===== config.mk =====
export PLATFORM = sky130hd
export DESIGN_NAME = rc4_phase_sequencer
export DESIGN_NICKNAME = d
export VERILOG_FILES = /design/src/rtl/rc4_pkg.sv /design/src/rtl/rc4_mem_mux.sv /design/src/rtl/rc4_phase_sequencer.sv
export SDC_FILE = /design/constraint.sdc
export NUM_CORES = 1
export LEC_CHECK = 0
export CAP_MARGIN = 20
export CELL_PAD_IN_SITES_DETAIL_PLACEMENT = 0
export CELL_PAD_IN_SITES_GLOBAL_PLACEMENT = 2
export CORE_ASPECT_RATIO = 0.75
export CORE_MARGIN = 2
export CORE_UTILIZATION = 24
export DETAILED_ROUTE_END_ITERATION = 6
export PLACE_DENSITY_LB_ADDON = 0.25
export REMOVE_ABC_BUFFERS = 1
export SLEW_MARGIN = 20
export SYNTH_ARGS = -nofsm -noshare
export SYNTH_HDL_FRONTEND = slang
export SYNTH_SLANG_ARGS = --single-unit

===== constraint.sdc =====
create_clock -name clk -period 3.22 [get_ports clk]
set_clock_uncertainty 0.05 [all_clocks]
set_input_delay 0.483 -clock clk [delete_from_list [all_inputs] [get_ports clk]]
set_output_delay 0.483 -clock clk [all_outputs]
set_load 0.1 [all_outputs]

===== src/rtl/rc4_pkg.sv =====
// Shared types and constants for the RC4 phase sequencer and its RAM port mux.
package rc4_pkg;

    localparam int unsigned S_DEPTH = 256;
    localparam int unsigned ADDR_W  = 8;

    typedef enum logic [3:0] {
        StIdle,
        StInitGo,
        StInitRun,
        StKsaGo,
        StKsaRun,
        StPrgaGo,
        StPrgaRun,
        StDone,
        StErr
    } phase_state_t;

    typedef struct packed {
        logic [ADDR_W-1:0] addr;
        logic [7:0]        data;
        logic              wren;
    } mem_req_t;

endpackage


===== src/rtl/rc4_mem_mux.sv =====
// Combinational S-array RAM port select: the active phase's client owns the port, otherwise
// the host gets a read-only view.
module rc4_mem_mux
    import rc4_pkg::*;
(
    input  logic [3:0]        i_phase,
    input  logic [ADDR_W-1:0] i_init_addr,
    input  logic [7:0]        i_init_data,
    input  logic              i_init_wren,
    input  logic [ADDR_W-1:0] i_ksa_addr,
    input  logic [7:0]        i_ksa_data,
    input  logic              i_ksa_wren,
    input  logic [ADDR_W-1:0] i_prga_addr,
    input  logic [7:0]        i_prga_data,
    input  logic              i_prga_wren,
    input  logic [ADDR_W-1:0] i_host_addr,
    output logic [ADDR_W-1:0] o_mem_addr,
    output logic [7:0]        o_mem_data,
    output logic              o_mem_wren
);

    mem_req_t w_sel;

    // IDLE, DONE and ERR all fall through to the host, which never writes.
    always_comb begin
        w_sel = '{addr: i_host_addr, data: 8'h00, wren: 1'b0};
        case (phase_state_t'(i_phase))
            StInitGo, StInitRun: w_sel = '{addr: i_init_addr, data: i_init_data, wren: i_init_wren};
            StKsaGo, StKsaRun:   w_sel = '{addr: i_ksa_addr, data: i_ksa_data, wren: i_ksa_wren};
            StPrgaGo, StPrgaRun: w_sel = '{addr: i_prga_addr, data: i_prga_data, wren: i_prga_wren};
            default:             w_sel = '{addr: i_host_addr, data: 8'h00, wren: 1'b0};
        endcase
    end

    assign o_mem_addr = w_sel.addr;
    assign o_mem_data = w_sel.data;
    assign o_mem_wren = w_sel.wren;

endmodule


===== src/rtl/rc4_phase_sequencer.sv =====
// Sequences the RC4 init -> KSA -> PRGA clients, owns the S-array RAM port and runs a per-phase
// watchdog. Define RC4_CRACK_LOOP_EN to retry with key+1 whenever PRGA reports a bad key.
module rc4_phase_sequencer
    import rc4_pkg::*;
#(
    parameter int unsigned KEY_W          = 24,
    parameter int unsigned TIMEOUT_CYCLES = 4096,
    parameter int unsigned TMR_W          = 13
) (
    input  logic              clk,
    input  logic              rst,
    input  logic              i_start,
    input  logic [KEY_W-1:0]  i_key_in,
    output logic [KEY_W-1:0]  o_key,
    output logic              o_busy,
    output logic              o_done,
    output logic              o_error,
    output logic              o_init_start,
    output logic              o_ksa_start,
    output logic              o_prga_start,
    input  logic              i_init_done,
    input  logic              i_ksa_done,
    input  logic              i_prga_done,
    input  logic [ADDR_W-1:0] i_init_addr,
    input  logic [7:0]        i_init_data,
    input  logic              i_init_wren,
    input  logic [ADDR_W-1:0] i_ksa_addr,
    input  logic [7:0]        i_ksa_data,
    input  logic              i_ksa_wren,
    input  logic [ADDR_W-1:0] i_prga_addr,
    input  logic [7:0]        i_prga_data,
    input  logic              i_prga_wren,
    input  logic              i_prga_key_bad,
    input  logic [ADDR_W-1:0] i_host_addr,
    output logic [ADDR_W-1:0] o_mem_addr,
    output logic [7:0]        o_mem_data,
    output logic              o_mem_wren
);

    // Checked one cycle early so the timer lands on TIMEOUT_CYCLES-1 as ERR is entered.
    localparam logic [TMR_W-1:0] TMR_LAST = TMR_W'(TIMEOUT_CYCLES - 2);

    phase_state_t     r_state, w_state_d;
    logic [KEY_W-1:0] r_key, w_key_d;
    logic [TMR_W-1:0] r_timer, w_timer_d;
    logic             r_busy, r_done, r_error;
    logic             r_init_start, r_ksa_start, r_prga_start;
    logic             w_first_run, w_timeout;

    assign w_first_run = (r_timer == '0);
    assign w_timeout   = (r_timer == TMR_LAST);

`ifndef RC4_CRACK_LOOP_EN
    logic w_unused_key_bad;
    assign w_unused_key_bad = i_prga_key_bad;
`endif

    always_comb begin
        w_state_d = r_state;
        w_key_d   = r_key;
        w_timer_d = r_timer;
        unique case (r_state)
            StIdle, StDone: begin
                if (i_start) begin
                    w_state_d = StInitGo;
                    w_key_d   = i_key_in;
                end
            end
            StInitGo: begin
                w_state_d = StInitRun;
                w_timer_d = '0;
            end
            StInitRun: begin
                w_timer_d = r_timer + 1'b1;
                if (!w_first_run && i_init_done) w_state_d = StKsaGo;
                else if (w_timeout)              w_state_d = StErr;
            end
            StKsaGo: begin
                w_state_d = StKsaRun;
                w_timer_d = '0;
            end
            StKsaRun: begin
                w_timer_d = r_timer + 1'b1;
                if (!w_first_run && i_ksa_done) w_state_d = StPrgaGo;
                else if (w_timeout)             w_state_d = StErr;
            end
            StPrgaGo: begin
                w_state_d = StPrgaRun;
                w_timer_d = '0;
            end
            StPrgaRun: begin
                w_timer_d = r_timer + 1'b1;
                if (!w_first_run && i_prga_done) begin
`ifdef RC4_CRACK_LOOP_EN
                    if (i_prga_key_bad) begin
                        w_key_d   = r_key + 1'b1;
                        w_state_d = (r_key == '1) ? StErr : StInitGo;
                    end else begin
                        w_state_d = StDone;
                    end
`else
                    w_state_d = StDone;
`endif
                end else if (w_timeout) begin
                    w_state_d = StErr;
                end
            end
            StErr:   w_state_d = StErr;
            default: w_state_d = StErr;
        endcase
    end

    // Status and start pulses are registered from the next state so they align with r_state.
    always_ff @(posedge clk or posedge rst) begin
        if (rst) begin
            r_state      <= StIdle;
            r_key        <= '0;
            r_timer      <= '0;
            r_busy       <= 1'b0;
            r_done       <= 1'b0;
            r_error      <= 1'b0;
            r_init_start <= 1'b0;
            r_ksa_start  <= 1'b0;
            r_prga_start <= 1'b0;
        end else begin
            r_state      <= w_state_d;
            r_key        <= w_key_d;
            r_timer      <= w_timer_d;
            r_busy       <= w_state_d inside {StInitGo, StInitRun, StKsaGo, StKsaRun,
                                              StPrgaGo, StPrgaRun};
            r_done       <= (w_state_d == StDone);
            r_error      <= (w_state_d == StErr);
            r_init_start <= (w_state_d == StInitGo);
            r_ksa_start  <= (w_state_d == StKsaGo);
            r_prga_start <= (w_state_d == StPrgaGo);
        end
    end

    assign o_key        = r_key;
    assign o_busy       = r_busy;
    assign o_done       = r_done;
    assign o_error      = r_error;
    assign o_init_start = r_init_start;
    assign o_ksa_start  = r_ksa_start;
    assign o_prga_start = r_prga_start;

    rc4_mem_mux u_mem_mux (
        .i_phase     (r_state),
        .i_init_addr (i_init_addr),
        .i_init_data (i_init_data),
        .i_init_wren (i_init_wren),
        .i_ksa_addr  (i_ksa_addr),
        .i_ksa_data  (i_ksa_data),
        .i_ksa_wren  (i_ksa_wren),
        .i_prga_addr (i_prga_addr),
        .i_prga_data (i_prga_data),
        .i_prga_wren (i_prga_wren),
        .i_host_addr (i_host_addr),
        .o_mem_addr  (o_mem_addr),
        .o_mem_data  (o_mem_data),
        .o_mem_wren  (o_mem_wren)
    );

endmodule


==> run metrics, run 1 <==
vias in the first global route=between 2000 and 2500; die extent in x=123 um; top-area cell type share of the netlist area=0.464; status=complete, no violations; DR vias=roughly 2400; Fin Hold WS=0.436 ns; first-pass GRT wire length=12.1 mm; library cells used by synthesis=39; pin count of the biggest net entering global routing=between 40 and 50; Worst-path clk slew=approximately 0.060 ns; Slew @ Worst Pin=about 0.99 ns; Antenna diodes=0; count of input and output buffers=about 140; non-filler cells, final=approximately 520; Critical Setup Path Class=flop to output port; proportion of layout cells with a drive suffix above 1=0.221; multi-input logic area=around 1200 sq um; Clock Tree Buf Depth=2; Fin. Hold Viols=0; RSZ-0062 raised after global routing=no; Clk pwr share=0.374; GR Util All Layers=0.136; Sw Ratio=0.275; chip height=93.1 um; nets=roughly 470; Worst Hold Path Cells=1; Seq pwr share=0.398; Initial Util=0.247; worst-skew pair later-pin latency=0.28 ns; adder-cell share of the synthesized area=0.0148; Die ar.=around 11000 sq um; Pre-antenna DRT Iters=5; DRT Wirelength=7.95 mm; DRC=0; total grt overflow=0; Static Leak=1.89 nW; simple-gate share of the synthesized area=0.163; Area Overhead vs Synth=69.8%; main flop type after synthesis=dfrtp_1; initial antenna violation count=0; WP data arrival=about 2.3 ns; Final Max Tran Viols=0; asr flop ratio synth=1.00; Post-DP HPWL=between 5 and 6 mm; Hold-fix buffers, CTS=0; IO Pins=roughly 140; via-per-instance ratio=~4.7; Seq/Total Area, Yosys=0.464; share of total power in combinational logic=0.227; # setup viols final=0; CP Capture Type=output port; hold crit path type=flop to flop; post-synthesis mux area share=0.115; Reg area=between 1000 and 1500 sq um; f_max=roughly 350 MHz; H-tree Lvls=2; Core Area=10300 sq um; synthesized cell area=between 2000 and 3000 sq um; dominant cell type by area after synthesis=dfrtp_1; area post-placement=around 4100 sq um; compound-gate portion of the synthesized area=0.176; Fillers=around 990; cell-internal power=1.12 mW; TNS Setup=0 ns; Synth Area in XOR/XNOR=0.00690; r2r worst-path depth=6; synthesized instance count=about 240; Sw Pwr=between 0.4 and 0.5 mW; Period minus WS final=about 2.8 ns; most area-consuming cells after synthesis=dfrtp_1, mux2_2, a222oi_1; CTS buffer count=5; routed len/inst=about 15 um; # rows=32; placed insts=a little over 500; Period Utilization, post-route=0.885; number of synthesized flops with an enable pin=0; GP Congestion=a little over 0.7; CP max FO=17; CTS tree=done; YS warnings=0; Post-Syn Area per Cell=around 10 sq um; Slew headroom=0.340; Power Dens Cells=about 360 nW/um^2; # Max-Cap Violations=0; Root Buffer=clkbuf_16; post-CTS setup buffer count=0; number of synthesized register bits=47; startpoint types=flop; Clock Sinks=47; maximum VDD drop=between 0.0002 and 0.00025 V; CTS resizes=0; main combinational cell family by area after synthesis=compound AO/OA/AOI/OAI gates; Post-DRT Antenna Nets=0; Critical Path RT=roughly 2.7 ns; starting DRC count in detailed routing=120; post-route cell area=about 4300 sq um
-- power groups by stage --
stage,Clock (mW),Combinational [mW],Sequential [mW]
after CTS,0.597,0.352,0.613
after global placement,0,0.350,0.623
after detailed placement,0,0.351,0.624
after floorplan,0,0.0682,0.738
final,0.576,0.349,0.613
after global routing,0.625,0.364,0.614
-- placed cells by master (no fill, tap or decap), drive strengths merged, types with 2 or more instances in the layout --
cell           Yosys  final
clkdlybuf4s50      0     98
dfrtp             47     47
buf               10     44
nand2             27     27
mux2              25     25
o21ai             19     19
a222oi            17     17
inv               16     15
nand3             12     12
nor2              10     10
a21oi             10     10
and3               7      7
nor3               6      6
a31oi              5      5
o31ai              5      5
clkbuf             3      5
nand4              4      4
ha                 3      3
nor4               2      2
nand2b             2      2
nor4b              2      2
-- state kept, by name, indices dropped and copies added (netlist names) --
signal        count
o_prga_start      1
o_init_start      1
o_ksa_start       1
r_state           4
o_busy            1
o_done            1
r_timer          13
o_error           1
o_key            24
-- through the flow --
step	setup WS, ns	power [mW]	util
final	0.372	1.54	0.419
after CTS	0.146	1.56	0.418
after floorplan	0.500	0.806	-
after global placement	0.481	0.973	0.402
after global routing	0.191	1.60	0.419
after detailed placement	0.484	0.975	0.402
-- layout make-up --
class / instances / share of cell area
clock buffers: 5 / 0.0290
clock inverters: 2 / 0.00871
inverters: 16 / 0.0142
multi-input cells: 168 / 0.282
flip-flops and latches: 47 / 0.273
well taps: 136 / 0.0395
repair buffers: 142 / 0.354
-- worst max-delay path, stage by stage, from the launching register on --
cell	delay, ns
dfrtp_1	0.48
inv_1	0.14
or3_1	0.37
a21oi_4	0.46
a222oi_1	0.22
nand2_1	0.16
buf_12	0.18
-- cell usage after synthesis, types with 4 or more instances --
library cell	number
a31oi_1	5
nand3_1	12
buf_6	4
o21ai_0	19
mux2_2	23
nor3_2	4
dfrtp_1	47
nand4_1	4
a21oi_1	9
a222oi_1	17
inv_1	16
and3_1	7
o31ai_1	5
nand2_1	27
nor2_1	9
-- worst paths after layout --
| path | startpoint | end | slack (ns) |
|---|---|---|---|
| setup / recovery | r_state[2]$_DFF_PP0_ | o_mem_addr[0] | 0.37 |
| max in group asynchronous | rst | r_state[2]$_DFF_PP0_ | 2.02 |
| setup reg to reg | r_state[1]$_DFF_PP0_ | o_key[3]$_DFFE_PP0P_ | 1.24 |
| hold reg to reg | o_key[18]$_DFFE_PP0P_ | o_key[18]$_DFFE_PP0P_ | 0.44 |
| min in group asynchronous | rst | o_key[11]$_DFFE_PP0P_ | 0.61 |
| hold / removal | o_key[18]$_DFFE_PP0P_ | o_key[18]$_DFFE_PP0P_ | 0.44 |
-- routing by layer --
metal / wire length [um] / part of all wire / vias up / global-route usage
li1: - / - / 1180 / -
met1: 3760 / 0.47 / 1158 / 0.197
met2: 3610 / 0.45 / 75 / 0.204
met3: 543 / 0.068 / 7 / 0.0378
met4: 42 / 0.0053 / 0 / 0.0192
met5: 0 / 0 / - / 0
-- cell families (layout without fill, tap and decap cells) --
logic type,after synthesis,count (layout)
mux,26,26
fa+ha+maj,3,3
flops,47,47
buf+inv,29,165
xor+xnor,2,2
compound gates,61,61
simple gates,76,76
Power figures use the tool's default switching activity.
==> inputs of run 2 (changes only) <==
--- a/config.mk
+++ b/config.mk
@@ -5,6 +5,7 @@
 export SDC_FILE = /design/constraint.sdc
 export NUM_CORES = 1
 export LEC_CHECK = 0
+export ABC_CLOCK_PERIOD_IN_PS = 3220
 export CAP_MARGIN = 20
 export CELL_PAD_IN_SITES_DETAIL_PLACEMENT = 0
 export CELL_PAD_IN_SITES_GLOBAL_PLACEMENT = 2
@@ -14,6 +15,8 @@
 export DETAILED_ROUTE_END_ITERATION = 6
 export PLACE_DENSITY_LB_ADDON = 0.25
 export REMOVE_ABC_BUFFERS = 1
+export SETUP_SLACK_MARGIN = 0.15
+export SKIP_LAST_GASP = 1
 export SLEW_MARGIN = 20
 export SYNTH_ARGS = -nofsm -noshare
 export SYNTH_HDL_FRONTEND = slang
==> results of run 2 <==
Final layout, timing and power as in run 1 (identical DEF).
Main changes from that run: number of gates resized after CTS 0 -> 1; via count of the first global-routing pass 2362 -> 2359; met1 usage 0.197 -> 0.196; met2 usage 0.204 -> 0.205
